**config.mk**
```make
export PLATFORM = sky130hd
export DESIGN_NAME = param_sync_fifo
export DESIGN_NICKNAME = d
export VERILOG_FILES = /design/src/rtl/param_sync_fifo.sv
export SDC_FILE = /design/constraint.sdc
export NUM_CORES = 1
export LEC_CHECK = 0
export CAP_MARGIN = 20
export CORE_UTILIZATION = 45
export CTS_CLUSTER_SIZE = 25
export DETAILED_ROUTE_END_ITERATION = 12
export PLACE_DENSITY_LB_ADDON = 0.3
export SYNTH_ARGS = -nofsm -noshare
export SYNTH_HDL_FRONTEND = slang
export SYNTH_SLANG_ARGS = --single-unit
export TNS_END_PERCENT = 1
```
**constraint.sdc**
```tcl
create_clock -name clk -period 2.6 [get_ports clk]
set_input_delay 0.65 -clock clk [delete_from_list [all_inputs] [get_ports clk]]
set_output_delay 0.65 -clock clk [all_outputs]
set_load 0.1 [all_outputs]
```
**src/rtl/param_sync_fifo.sv**
```systemverilog
// ---------------------------------------------------------------------------
// param_sync_fifo
//
// Purpose:
//   Single-clock FIFO with parameterised width and depth. It provides
//   registered status flags, sticky overflow/underflow error flags, and an
//   optional show-ahead read mode.
//
// Parameters:
//   DATA_W    - data word width in bits
//   ADDR_W    - log2 of the depth (DEPTH = 2**ADDR_W)
//   AFULL_TH  - almost_full asserts when usedw >= AFULL_TH
//   AEMPTY_TH - almost_empty asserts when usedw <= AEMPTY_TH
//   SHOWAHEAD - 0: q loads the head word on an accepted read
//               1: q presents the head word whenever the FIFO is non-empty
//
// Ports:
//   clk          - sole clock; all state changes on its rising edge
//   rst_n        - synchronous active-low reset
//   flush        - synchronous clear of the contents; error flags are kept
//   clr_err      - clears the sticky overflow and underflow flags
//   wrreq, data  - write request and write data
//   rdreq        - read request
//   q            - read data
//   wrfull       - FIFO holds DEPTH words
//   rdempty      - FIFO holds no words
//   almost_full  - usedw >= AFULL_TH
//   almost_empty - usedw <= AEMPTY_TH
//   usedw        - current word count, 0..DEPTH
//   overflow     - sticky: a write was refused because the FIFO was full
//   underflow    - sticky: a read was attempted while the FIFO was empty
// ---------------------------------------------------------------------------
module param_sync_fifo #(
  parameter int DATA_W    = 8,
  parameter int ADDR_W    = 4,
  parameter int AFULL_TH  = 12,
  parameter int AEMPTY_TH = 2,
  parameter int SHOWAHEAD = 0
) (
  input  logic              clk,
  input  logic              rst_n,
  input  logic              flush,
  input  logic              clr_err,
  input  logic              wrreq,
  input  logic [DATA_W-1:0] data,
  input  logic              rdreq,
  output logic [DATA_W-1:0] q,
  output logic              wrfull,
  output logic              rdempty,
  output logic              almost_full,
  output logic              almost_empty,
  output logic [ADDR_W:0]   usedw,
  output logic              overflow,
  output logic              underflow
);

  localparam int DEPTH = 1 << ADDR_W;

  localparam logic [ADDR_W:0]   DEPTH_LVL  = (ADDR_W+1)'(DEPTH);
  localparam logic [ADDR_W:0]   AFULL_LVL  = (ADDR_W+1)'(AFULL_TH);
  localparam logic [ADDR_W:0]   AEMPTY_LVL = (ADDR_W+1)'(AEMPTY_TH);
  localparam logic [ADDR_W:0]   CNT_ONE    = (ADDR_W+1)'(1);
  localparam logic [ADDR_W-1:0] PTR_ONE    = ADDR_W'(1);

  logic [DATA_W-1:0] r_mem [DEPTH];
  logic [ADDR_W-1:0] r_wrPtr;
  logic [ADDR_W-1:0] r_rdPtr;
  logic [ADDR_W:0]   r_usedw;
  logic              r_wrfull;
  logic              r_rdempty;
  logic              r_almostFull;
  logic              r_almostEmpty;
  logic              r_overflow;
  logic              r_underflow;
  logic [DATA_W-1:0] r_q;

  logic              w_rdAcc;
  logic              w_wrAcc;
  logic              w_ovfEvent;
  logic              w_unfEvent;
  logic [ADDR_W:0]   w_usedwNext;

  // Accept logic. A write into a full FIFO still succeeds when a read
  // frees a slot in the same cycle. A flush cycle ignores both requests,
  // so it can neither move data nor raise an error.
  always_comb begin
    w_rdAcc    = rdreq && !r_rdempty && !flush;
    w_wrAcc    = wrreq && (!r_wrfull || w_rdAcc) && !flush;
    w_ovfEvent = wrreq && r_wrfull && !rdreq && !flush;
    w_unfEvent = rdreq && r_rdempty && !flush;
  end

  // Next word count. The status flags are derived from this value so that
  // the registered flags always agree with the registered count.
  always_comb begin
    w_usedwNext = r_usedw;
    if (flush) begin
      w_usedwNext = '0;
    end else if (w_wrAcc && !w_rdAcc) begin
      w_usedwNext = r_usedw + CNT_ONE;
    end else if (w_rdAcc && !w_wrAcc) begin
      w_usedwNext = r_usedw - CNT_ONE;
    end
  end

  // Storage array. It has no reset. Writes are blocked while rst_n is
  // low so that reset fully overrides any request.
  always_ff @(posedge clk) begin
    if (rst_n && w_wrAcc) begin
      r_mem[r_wrPtr] <= data;
    end
  end

  // Pointers, count, status flags and sticky errors.
  // An error event in the same cycle as clr_err keeps its flag set.
  always_ff @(posedge clk) begin
    if (!rst_n) begin
      r_wrPtr       <= '0;
      r_rdPtr       <= '0;
      r_usedw       <= '0;
      r_wrfull      <= 1'b0;
      r_rdempty     <= 1'b1;
      r_almostFull  <= 1'b0;
      r_almostEmpty <= 1'b1;
      r_overflow    <= 1'b0;
      r_underflow   <= 1'b0;
    end else begin
      if (flush) begin
        r_wrPtr <= '0;
        r_rdPtr <= '0;
      end else begin
        if (w_wrAcc) r_wrPtr <= r_wrPtr + PTR_ONE;
        if (w_rdAcc) r_rdPtr <= r_rdPtr + PTR_ONE;
      end
      r_usedw       <= w_usedwNext;
      r_wrfull      <= (w_usedwNext == DEPTH_LVL);
      r_rdempty     <= (w_usedwNext == '0);
      r_almostFull  <= (w_usedwNext >= AFULL_LVL);
      r_almostEmpty <= (w_usedwNext <= AEMPTY_LVL);
      r_overflow    <= (r_overflow && !clr_err) || w_ovfEvent;
      r_underflow   <= (r_underflow && !clr_err) || w_unfEvent;
    end
  end

  // Read data register. In normal mode it captures the head word on an
  // accepted read and holds it otherwise. In show-ahead mode it never
  // loads, so it stays at its reset value and only supplies q while empty.
  always_ff @(posedge clk) begin
    if (!rst_n) begin
      r_q <= '0;
    end else if ((SHOWAHEAD == 0) && w_rdAcc) begin
      r_q <= r_mem[r_rdPtr];
    end
  end

  // In show-ahead mode the head word is presented directly from the array.
  // It becomes valid in the same cycle that rdempty deasserts, because the
  // word was written on that same edge.
  assign q            = ((SHOWAHEAD != 0) && !r_rdempty) ? r_mem[r_rdPtr] : r_q;
  assign wrfull       = r_wrfull;
  assign rdempty      = r_rdempty;
  assign almost_full  = r_almostFull;
  assign almost_empty = r_almostEmpty;
  assign usedw        = r_usedw;
  assign overflow     = r_overflow;
  assign underflow    = r_underflow;

endmodule
```
==> impl_metrics.env <==
export IMPL_cts_tree="yes"
export IMPL_synthesis_yosys_warnings=0
export IMPL_tightest_pin_transition_ns=0.810
export IMPL_critical_path_required_ns=2.90
export IMPL_grt_max_degree=36
export IMPL_dpl_instance_area_um2=6860
export IMPL_clock_root_buffer="clkbuf_16"
export IMPL_area_growth_pct=22.0
export IMPL_hold_path_class="reg2reg"
export IMPL_post_synth_top_area_cell="edfxtp_1"
export IMPL_postSynthNetCount=380
export IMPL_syn_cell_area_um2=6170
export IMPL_final_hold_violation_count=0
export IMPL_numPortBuffers=32
export IMPL_clkSlewWorstSetupHoldPaths_ns=0.07
export IMPL_period_minus_slack_ns=2.40
export IMPL_cts_resized=0
export IMPL_ys_ff_latch=155
export IMPL_ir_worst_vdd_mv=1.06
export IMPL_cts_htree_levels=4
export IMPL_synth_seq_area_share=0.711
export IMPL_netlist_instances=359
export IMPL_synth_enable_flop_cells=128
export IMPL_insertion_delay_ns=0.42
export IMPL_final_net_count=447
export IMPL_worst_setup_path_type="in2reg"
export IMPL_powerDensity_nw_per_um2=749
export IMPL_initial_antenna_violation_count=0
export IMPL_routabilityCongestion=0.856
export IMPL_final_layout_size_suffix_gt1_frac=0.280
export IMPL_critPathLaunchType="primary input"
export IMPL_via_per_inst=5.45
export IMPL_synth_top_cell_area_share=0.623
export IMPL_total_power_mw=5.63
export IMPL_inserted_diodes=0
export IMPL_synth_main_ff_cell="edfxtp_1"
export IMPL_timing_slew_headroom=0.458
export IMPL_drt_antenna_violating_nets=0
export IMPL_std_cell_rows=42
export IMPL_tns_ns=0
export IMPL_grt_pass1_vias=3468
export IMPL_design_die_area_um2=14200
export IMPL_drt_initial_drc_count=304
export IMPL_hpwl_um=7830
export IMPL_finalMaxSlewViolations=0
export IMPL_skew_final_ns=0.00802
export IMPL_grt_overflow=0
export IMPL_route_vias_total=3352
export IMPL_post_cts_buffers=0
export IMPL_outcome="complete, no violations"
export IMPL_boundaryPins=33
export IMPL_endpoint_kind="flop"
export IMPL_global_route_usage_sum=0.192
export IMPL_routedWlPerCell_um=20.3
export IMPL_finalInstanceArea_um2=7520
export IMPL_fmaxAchievable_mhz=417
export IMPL_yosysUniqueCellTypes=44
export IMPL_cts_sinks=155
export IMPL_cap_violations=0
export IMPL_grt_setup_unrepaired="false"
export IMPL_synth_async_reset_ratio=0
export IMPL_initial_core_util=0.464
export IMPL_final_period_utilization=0.923
export IMPL_hold_buffers=0
export IMPL_cts_buffers_inserted=17
export IMPL_clock_tree_buffer_depth=2
export IMPL_avgSynthCellArea_um2=17.2
export IMPL_critical_path_peak_fanout=6
export IMPL_grt_pass1_wl_um=19300
export IMPL_drt_pass1_iter_count=5
export IMPL_drcViolationCount=0
export IMPL_worst_endpoint_arrival_ns=2.70
export IMPL_design_core_area_um2=13300
export IMPL_ys_top_cells_by_count="edfxtp_1 (128), mux4_2 (32), nor2_1 (31)"
export IMPL_die_h_um=119
export IMPL_cellLeakagePower_nw=2.47
export IMPL_yosys_top_cells_area="edfxtp_1 (62%), mux4_2 (12%), dfxtp_1 (8.8%)"
export IMPL_finalSetupViolCount=0
export IMPL_synthMostInstantiatedCell="edfxtp_1"
export IMPL_routed_wl_um=12500
export IMPL_die_width_um=119
layout make-up:
type | count | area [um^2]
clock buffer | 18 | 429
clock inverter | 14 | 233
fill | 1016 | 5780
inverter | 5 | 18.8
multi-input combinational | 183 | 1700
sequential | 155 | 4390
tap | 176 | 220
timing repair buffer | 64 | 538
layout by cell type, fill, tap and decap left out, types with 4 or more instances in the layout:
master             n
edfxtp_1         128
buf_4             49
mux4_2            32
nor2_1            31
dfxtp_1           26
nand2_1           19
clkbuf_16         17
a22oi_1           16
clkdlybuf4s50_1   13
a21o_1            10
o21ai_0            9
ha_1               7
inv_1              5
a21oi_1            5
nor2b_1            5
bufinv_16          5
nand2b_1           4
nand3b_1           4
xor2_1             4
nand4_1            4
worst max-delay path, cell delays in order:
cell and delay (ns):
clkdlybuf4s50_1 0.47, or4b_1 0.57, or4_4 0.46, and3_4 0.22
nor3_2 0.22, o41ai_2 0.11
metrics by stage:
step	setup WS [ns]	cells	hold slack (ns)	utilization
2_1_floorplan	0.127	359	0.526	-
3_3_place_gp	-0.171	583	0.447	0.516
3_5_place_dp	-0.208	583	0.458	0.516
4_1_cts	0.225	615	0.474	0.566
5_1_grt	0.108	615	0.496	0.566
6_report	0.199	615	0.469	0.566
power breakdown:
part           internal (mW)  switching (mW)  total [mW]  leakage, nW
Sequential              2.69         0.00770        2.70         1.37
Clock                   1.73            1.02        2.75        0.320
Combinational         0.0622           0.117       0.179        0.785
final timing paths:
path	start	endpoint	slack [ns]	cells past startpoint
setup / recovery	wrreq	almost_empty	0.20	6
hold / removal	q[4]	q[4]	0.47	2
setup reg to reg	usedw[0]	wrfull	0.58	6
hold reg to reg	q[4]	q[4]	0.47	2
cells by family (layout without fill, tap and decap cells):
kind of cell / after synthesis / in the layout / share of synthesized area
flops: 155 / 155 / 0.711
simple gates: 86 / 86 / 0.0722
compound gates: 50 / 50 / 0.0599
mux: 33 / 33 / 0.119
buf+inv: 21 / 101 / 0.0140
fa+ha+maj: 7 / 7 / 0.0142
xor+xnor: 7 / 7 / 0.00994
per-layer routing:
| layer | vias up | track usage | share of wire |
|---|---|---|---|
| li1 | 1551 | - | - |
| met1 | 1679 | 0.240 | 0.43 |
| met2 | 100 | 0.317 | 0.49 |
| met3 | 22 | 0.0474 | 0.055 |
| met4 | 0 | 0.0823 | 0.023 |
| met5 | - | 0 | 0 |
flip-flops by register name, summed over array words and instances (netlist names):
name	cells
almost_empty	1
almost_full	1
overflow	1
q	8
r_mem	128
r_rdPtr	4
r_wrPtr	4
rdempty	1
underflow	1
usedw	5
wrfull	1
Power figures use the tool's default switching activity.
==> RTL change 1 (same settings) <==
Set the parameter `DATA_W` to 10 (it was 8).
--- a/src/rtl/param_sync_fifo.sv
+++ b/src/rtl/param_sync_fifo.sv
@@ -31,7 +31,7 @@
 //   underflow    - sticky: a read was attempted while the FIFO was empty
 // ---------------------------------------------------------------------------
 module param_sync_fifo #(
-  parameter int DATA_W    = 8,
+  parameter int DATA_W    = 10,
   parameter int ADDR_W    = 4,
   parameter int AFULL_TH  = 12,
   parameter int AEMPTY_TH = 2,
Interface: changed (resized data and q); port bits go from 33 to 37. The function was not compared with the original's and may differ.
==> RTL change 1 against the original RTL <==
- routed wire length increased by 18%
- sequential share of layout area increased by 2.9 points
- synthesized area grew 20%
- synthesized cell count increased by 14%
- die area grew 20%
- fmax increased by 1.1%
- total power is 7.9% higher
- sequential cell count rose by 34
- combinational power increased by 15%
- clock skew up 0.00077 ns
- worst setup slack gained 0.026 ns
- design area increased by 17%
==> RTL change 1: results (changes against the original RTL) <==
Clock Skew 0.00880 ns (+0.000773 ns); status finished, final reports clean; Synth Net Count 433 (+14%); hold slack final 0.458 ns (-0.0114 ns); Synth area leaders edfxtp_1, mux4_2, dfxtp_1; final layout net count 505 (+13%); DRT Pass-1 Iters 4 (-1); Pleak 2.83 nW (+14%); placed cell count 679 (+16%); Via density 5.50 (+0.85%); post-synthesis compound-gate area fraction 0.0568 (-0.00305); Hold Startpoint q[9]; DR iter-0 viols 249 (-18%); Critical Path AT 2.69 ns (about the same); register area share after synthesis 0.726 (+0.0145); R2R Setup Slk 0.61 ns (+0.03 ns); number of synthesized flops with an enable pin 160 (+25%); first-pass GRT wire length 22900 µm (+18%); Synth Area in Adders 0.0118 (-0.00240); Synth cell types 47 (+6.8%); critical path peak fanout 5 (-1); mux cell area share after synthesis 0.124 (+0.00553); fraction of layout cells with a size suffix above 1 0.277 (-0.00341); global-route usage over all layers 0.189 (-0.00257); Post-Synthesis Cells 410 (+14%); Slowest cell on crit path or4b_4; Slew @ Worst Pin 0.694 ns (-0.116 ns); drt total wl 14700 µm (+18%); GPL Wtd Cong 0.822 (-4.0%); Post-synth top cells edfxtp_1, mux4_2, dfxtp_1, nor2_1, nand2_1; PortBufs 36 (+13%); Final HPWL DP 9640 µm (+23%)
==> RTL change 1: worst paths after layout <==
path | to | depth (start not counted)
setup / recovery | rdempty | 6
hold / removal | q[9] | 2
setup reg to reg | rdempty | 5
hold reg to reg | q[9] | 2
==> RTL change 1: cell type report <==
type,count,area (µm²)
Clock buffer,17,425
Clock inverter,15,164
Fill cell,1258,7190
Inverter,5,18.8
Multi-Input combinational cell,198,1940
Sequential cell,189,5390
Tap cell,216,270
Timing Repair Buffer,71,596
==> RTL change 1: power by group <==
part	switching [W]	internal [W]	total, W
clock	0.00114	0.00143	0.00257
sequential	0.00000831	0.00329	0.00330
combinational	0.000133	0.0000716	0.000205
total	0.00128	0.00480	0.00607
==> RTL change 1: per-stage QoR <==
step,total power (W),setup WS (ns),instance area (µm²)
6_report,0.00607,0.225,8810
3_3_place_gp,0.00357,-0.169,8220
4_1_cts,0.00612,0.238,8810
3_5_place_dp,0.00357,-0.174,8220
2_1_floorplan,0.00347,0.0248,7420
5_1_grt,0.00623,0.138,8810
==> RTL change 1: logic make-up after synthesis <==
family                     count (synthesis)
DFF                                      189
and+or+nand+nor                           85
AOI/OAI and AO/OA                         57
muxes                                     42
buffers and inverters                     23
xor gates and xnor gates                   7
adders and majority gates                  7
==> RTL change 1: worst max-delay path: cells and delay by family <==
kind	cells	cell delay, ns
and+or+nand+nor	3	1.09
buffers and inverters	1	0.47
AOI/OAI and AO/OA	2	0.46
==> RTL change 1: per-layer routing <==
| layer | up-vias | GRT usage | share of wire |
|---|---|---|---|
| li1 | 1780 | - | - |
| met1 | 2019 | 0.255 | 0.45 |
| met2 | 82 | 0.306 | 0.49 |
| met3 | 27 | 0.0379 | 0.041 |
| met4 | 0 | 0.0737 | 0.020 |
| met5 | - | 0 | 0 |
==> RTL change 2 (config.mk and constraints unchanged) <==
Without the edit above. Make the reset (`rst_n`) asynchronous in 2 clocked blocks. Comments in the files are not updated.
--- a/src/rtl/param_sync_fifo.sv
+++ b/src/rtl/param_sync_fifo.sv
@@ -113,7 +113,7 @@
 
   // Pointers, count, status flags and sticky errors.
   // An error event in the same cycle as clr_err keeps its flag set.
-  always_ff @(posedge clk) begin
+  always_ff @(posedge clk or negedge rst_n) begin
     if (!rst_n) begin
       r_wrPtr       <= '0;
       r_rdPtr       <= '0;
@@ -145,7 +145,7 @@
   // Read data register. In normal mode it captures the head word on an
   // accepted read and holds it otherwise. In show-ahead mode it never
   // loads, so it stays at its reset value and only supplies q while empty.
-  always_ff @(posedge clk) begin
+  always_ff @(posedge clk or negedge rst_n) begin
     if (!rst_n) begin
       r_q <= '0;
     end else if ((SHOWAHEAD == 0) && w_rdAcc) begin
Behaviour: differs if rst_n is asserted again (counterexample within 4 cycles, from zero or initial values and one cycle with rst_n low); with rst_n held inactive, the same outputs for 10 cycles.
==> RTL change 2 against the original RTL <==
- design area up 0.78%
- non-clock buffer count is 1 lower
- synthesized area increased by 2.6%
- critical path depth up 1
- worst setup slack gained 0.12 ns
- final cell count decreased by 1.1%
- sequential cell count unchanged
- routed wire length rose by 2.2%
- critical endpoint is now r_mem[1][1]
Power is not compared: it rests on default switching activity, and its combinational part moved more than twofold at a synthesized area within 25%.
==> RTL change 2: results (changes against the original RTL) <==
DR iter-0 viols 197 (-35%); vias in the first global route 3517 (+1.4%); status finished, final reports clean; Synth area leaders edfxtp_1, mux4_2, dfrtp_1; Via density 5.57 (+2.1%); final layout net count 440 (-1.6%); post-synthesis compound-gate area fraction 0.0332 (-0.0266); placed cell count 576 (-1.2%); GPL Wtd Cong 0.794 (-7.3%); Wirelength per Cell 21.0 µm (+3.4%); critical path peak fanout 8 (+2); fraction of layout cells with a size suffix above 1 0.306 (+0.0254); Final HPWL DP 8100 µm (+3.5%); Post-synth top cells edfxtp_1, nor2_1, mux4_2; Synth cell types 42 (-4.5%); Synth Area in Adders 0.0138 (-0.000357); filler instances 1059 (+4.2%); register area share after synthesis 0.715 (+0.00390); Slew Limit Headroom 0.598 (+0.140); Critical Path AT 2.40 ns (-0.30 ns); mux cell area share after synthesis 0.138 (+0.0190); Synth Net Count 376 (-1.1%); drt total wl 12700 µm (+2.2%); Post-Synthesis Cells 355 (-1.1%); Synth Area in XOR/XNOR 0.0111 (+0.00113); Placement Setup Slack -0.105 ns (+0.103 ns)
## RTL change 2: changes by cell type after synthesis, moves of 3 or more
cell,delta
nand2_1,-8
o21ai_0,-6
mux2i_1,+3
a22oi_1,-16
a21o_1,-9
a31oi_1,+3
nor3_1,+3
dfxtp_1,-27
dfrtp_1,+25
nor2b_1,+5
o22ai_1,+8
nor4_1,+3
a211oi_1,+7
mux2_2,+7
## RTL change 2: worst max-delay path: stages
cell and delay [ns]:
clkdlybuf4s50_1 0.56, nand2b_1 0.19, a21oi_1 0.28, buf_4 0.17, nand2_1 0.12, nor3_1 0.20
buf_4 0.24
## RTL change 2: layout make-up
class / count / area, µm² / share of cell area
sequential: 155 / 4520 / 0.597
multi-input combinational: 175 / 1700 / 0.224
timing repair buffer: 63 / 531 / 0.0700
clock buffer: 18 / 439 / 0.0579
tap: 176 / 220 / 0.0291
clock inverter: 14 / 141 / 0.0187
inverter: 7 / 26.3 / 0.00347
## RTL change 2: per-stage QoR
stage	hold WS, ns	instance area (µm²)
6_report	0.530	7580
5_1_grt	0.559	7580
4_1_cts	0.530	7580
3_5_place_dp	0.520	7000
3_3_place_gp	0.519	7000
2_1_floorplan	0.354	6320
## RTL change 2: power breakdown
part | internal [W] | leakage, nW | switching, W
Clock | 0.00144 | 0.292 | 0.000960
Combinational | 0.000542 | 0.820 | 0.00114
Sequential | 0.00282 | 1.49 | 0.000150
Total | 0.00480 | 2.60 | 0.00225
## RTL change 2: final timing paths
check	cells past startpoint	to	start	slack, ns
max	7	r_mem[1][1]	rdreq	0.32
min	2	underflow	underflow	0.53
max reg2reg	5	q[4]	r_rdPtr[0]	0.60
min reg2reg	2	underflow	underflow	0.53
max in group asynchronous	2	rdempty	rst_n	1.62
min in group asynchronous	2	q[4]	rst_n	0.67
## RTL change 2: kinds of logic (layout without fill, tap and decap cells)
group,after synthesis,after routing
compound gates,32,32
xor+xnor,8,8
fa+ha+maj,7,7
buf+inv,25,102
flops,155,155
mux,45,45
simple gates,83,83
## RTL change 2: routing by layer
metal	part of all wire	routed length, µm	GRT usage	vias up
met2	0.50	6380	0.314	96
met3	0.054	683	0.0495	14
met1	0.43	5540	0.265	1747
li1	-	-	-	1527
met4	0.011	138	0.0602	0
met5	0	0	0	-
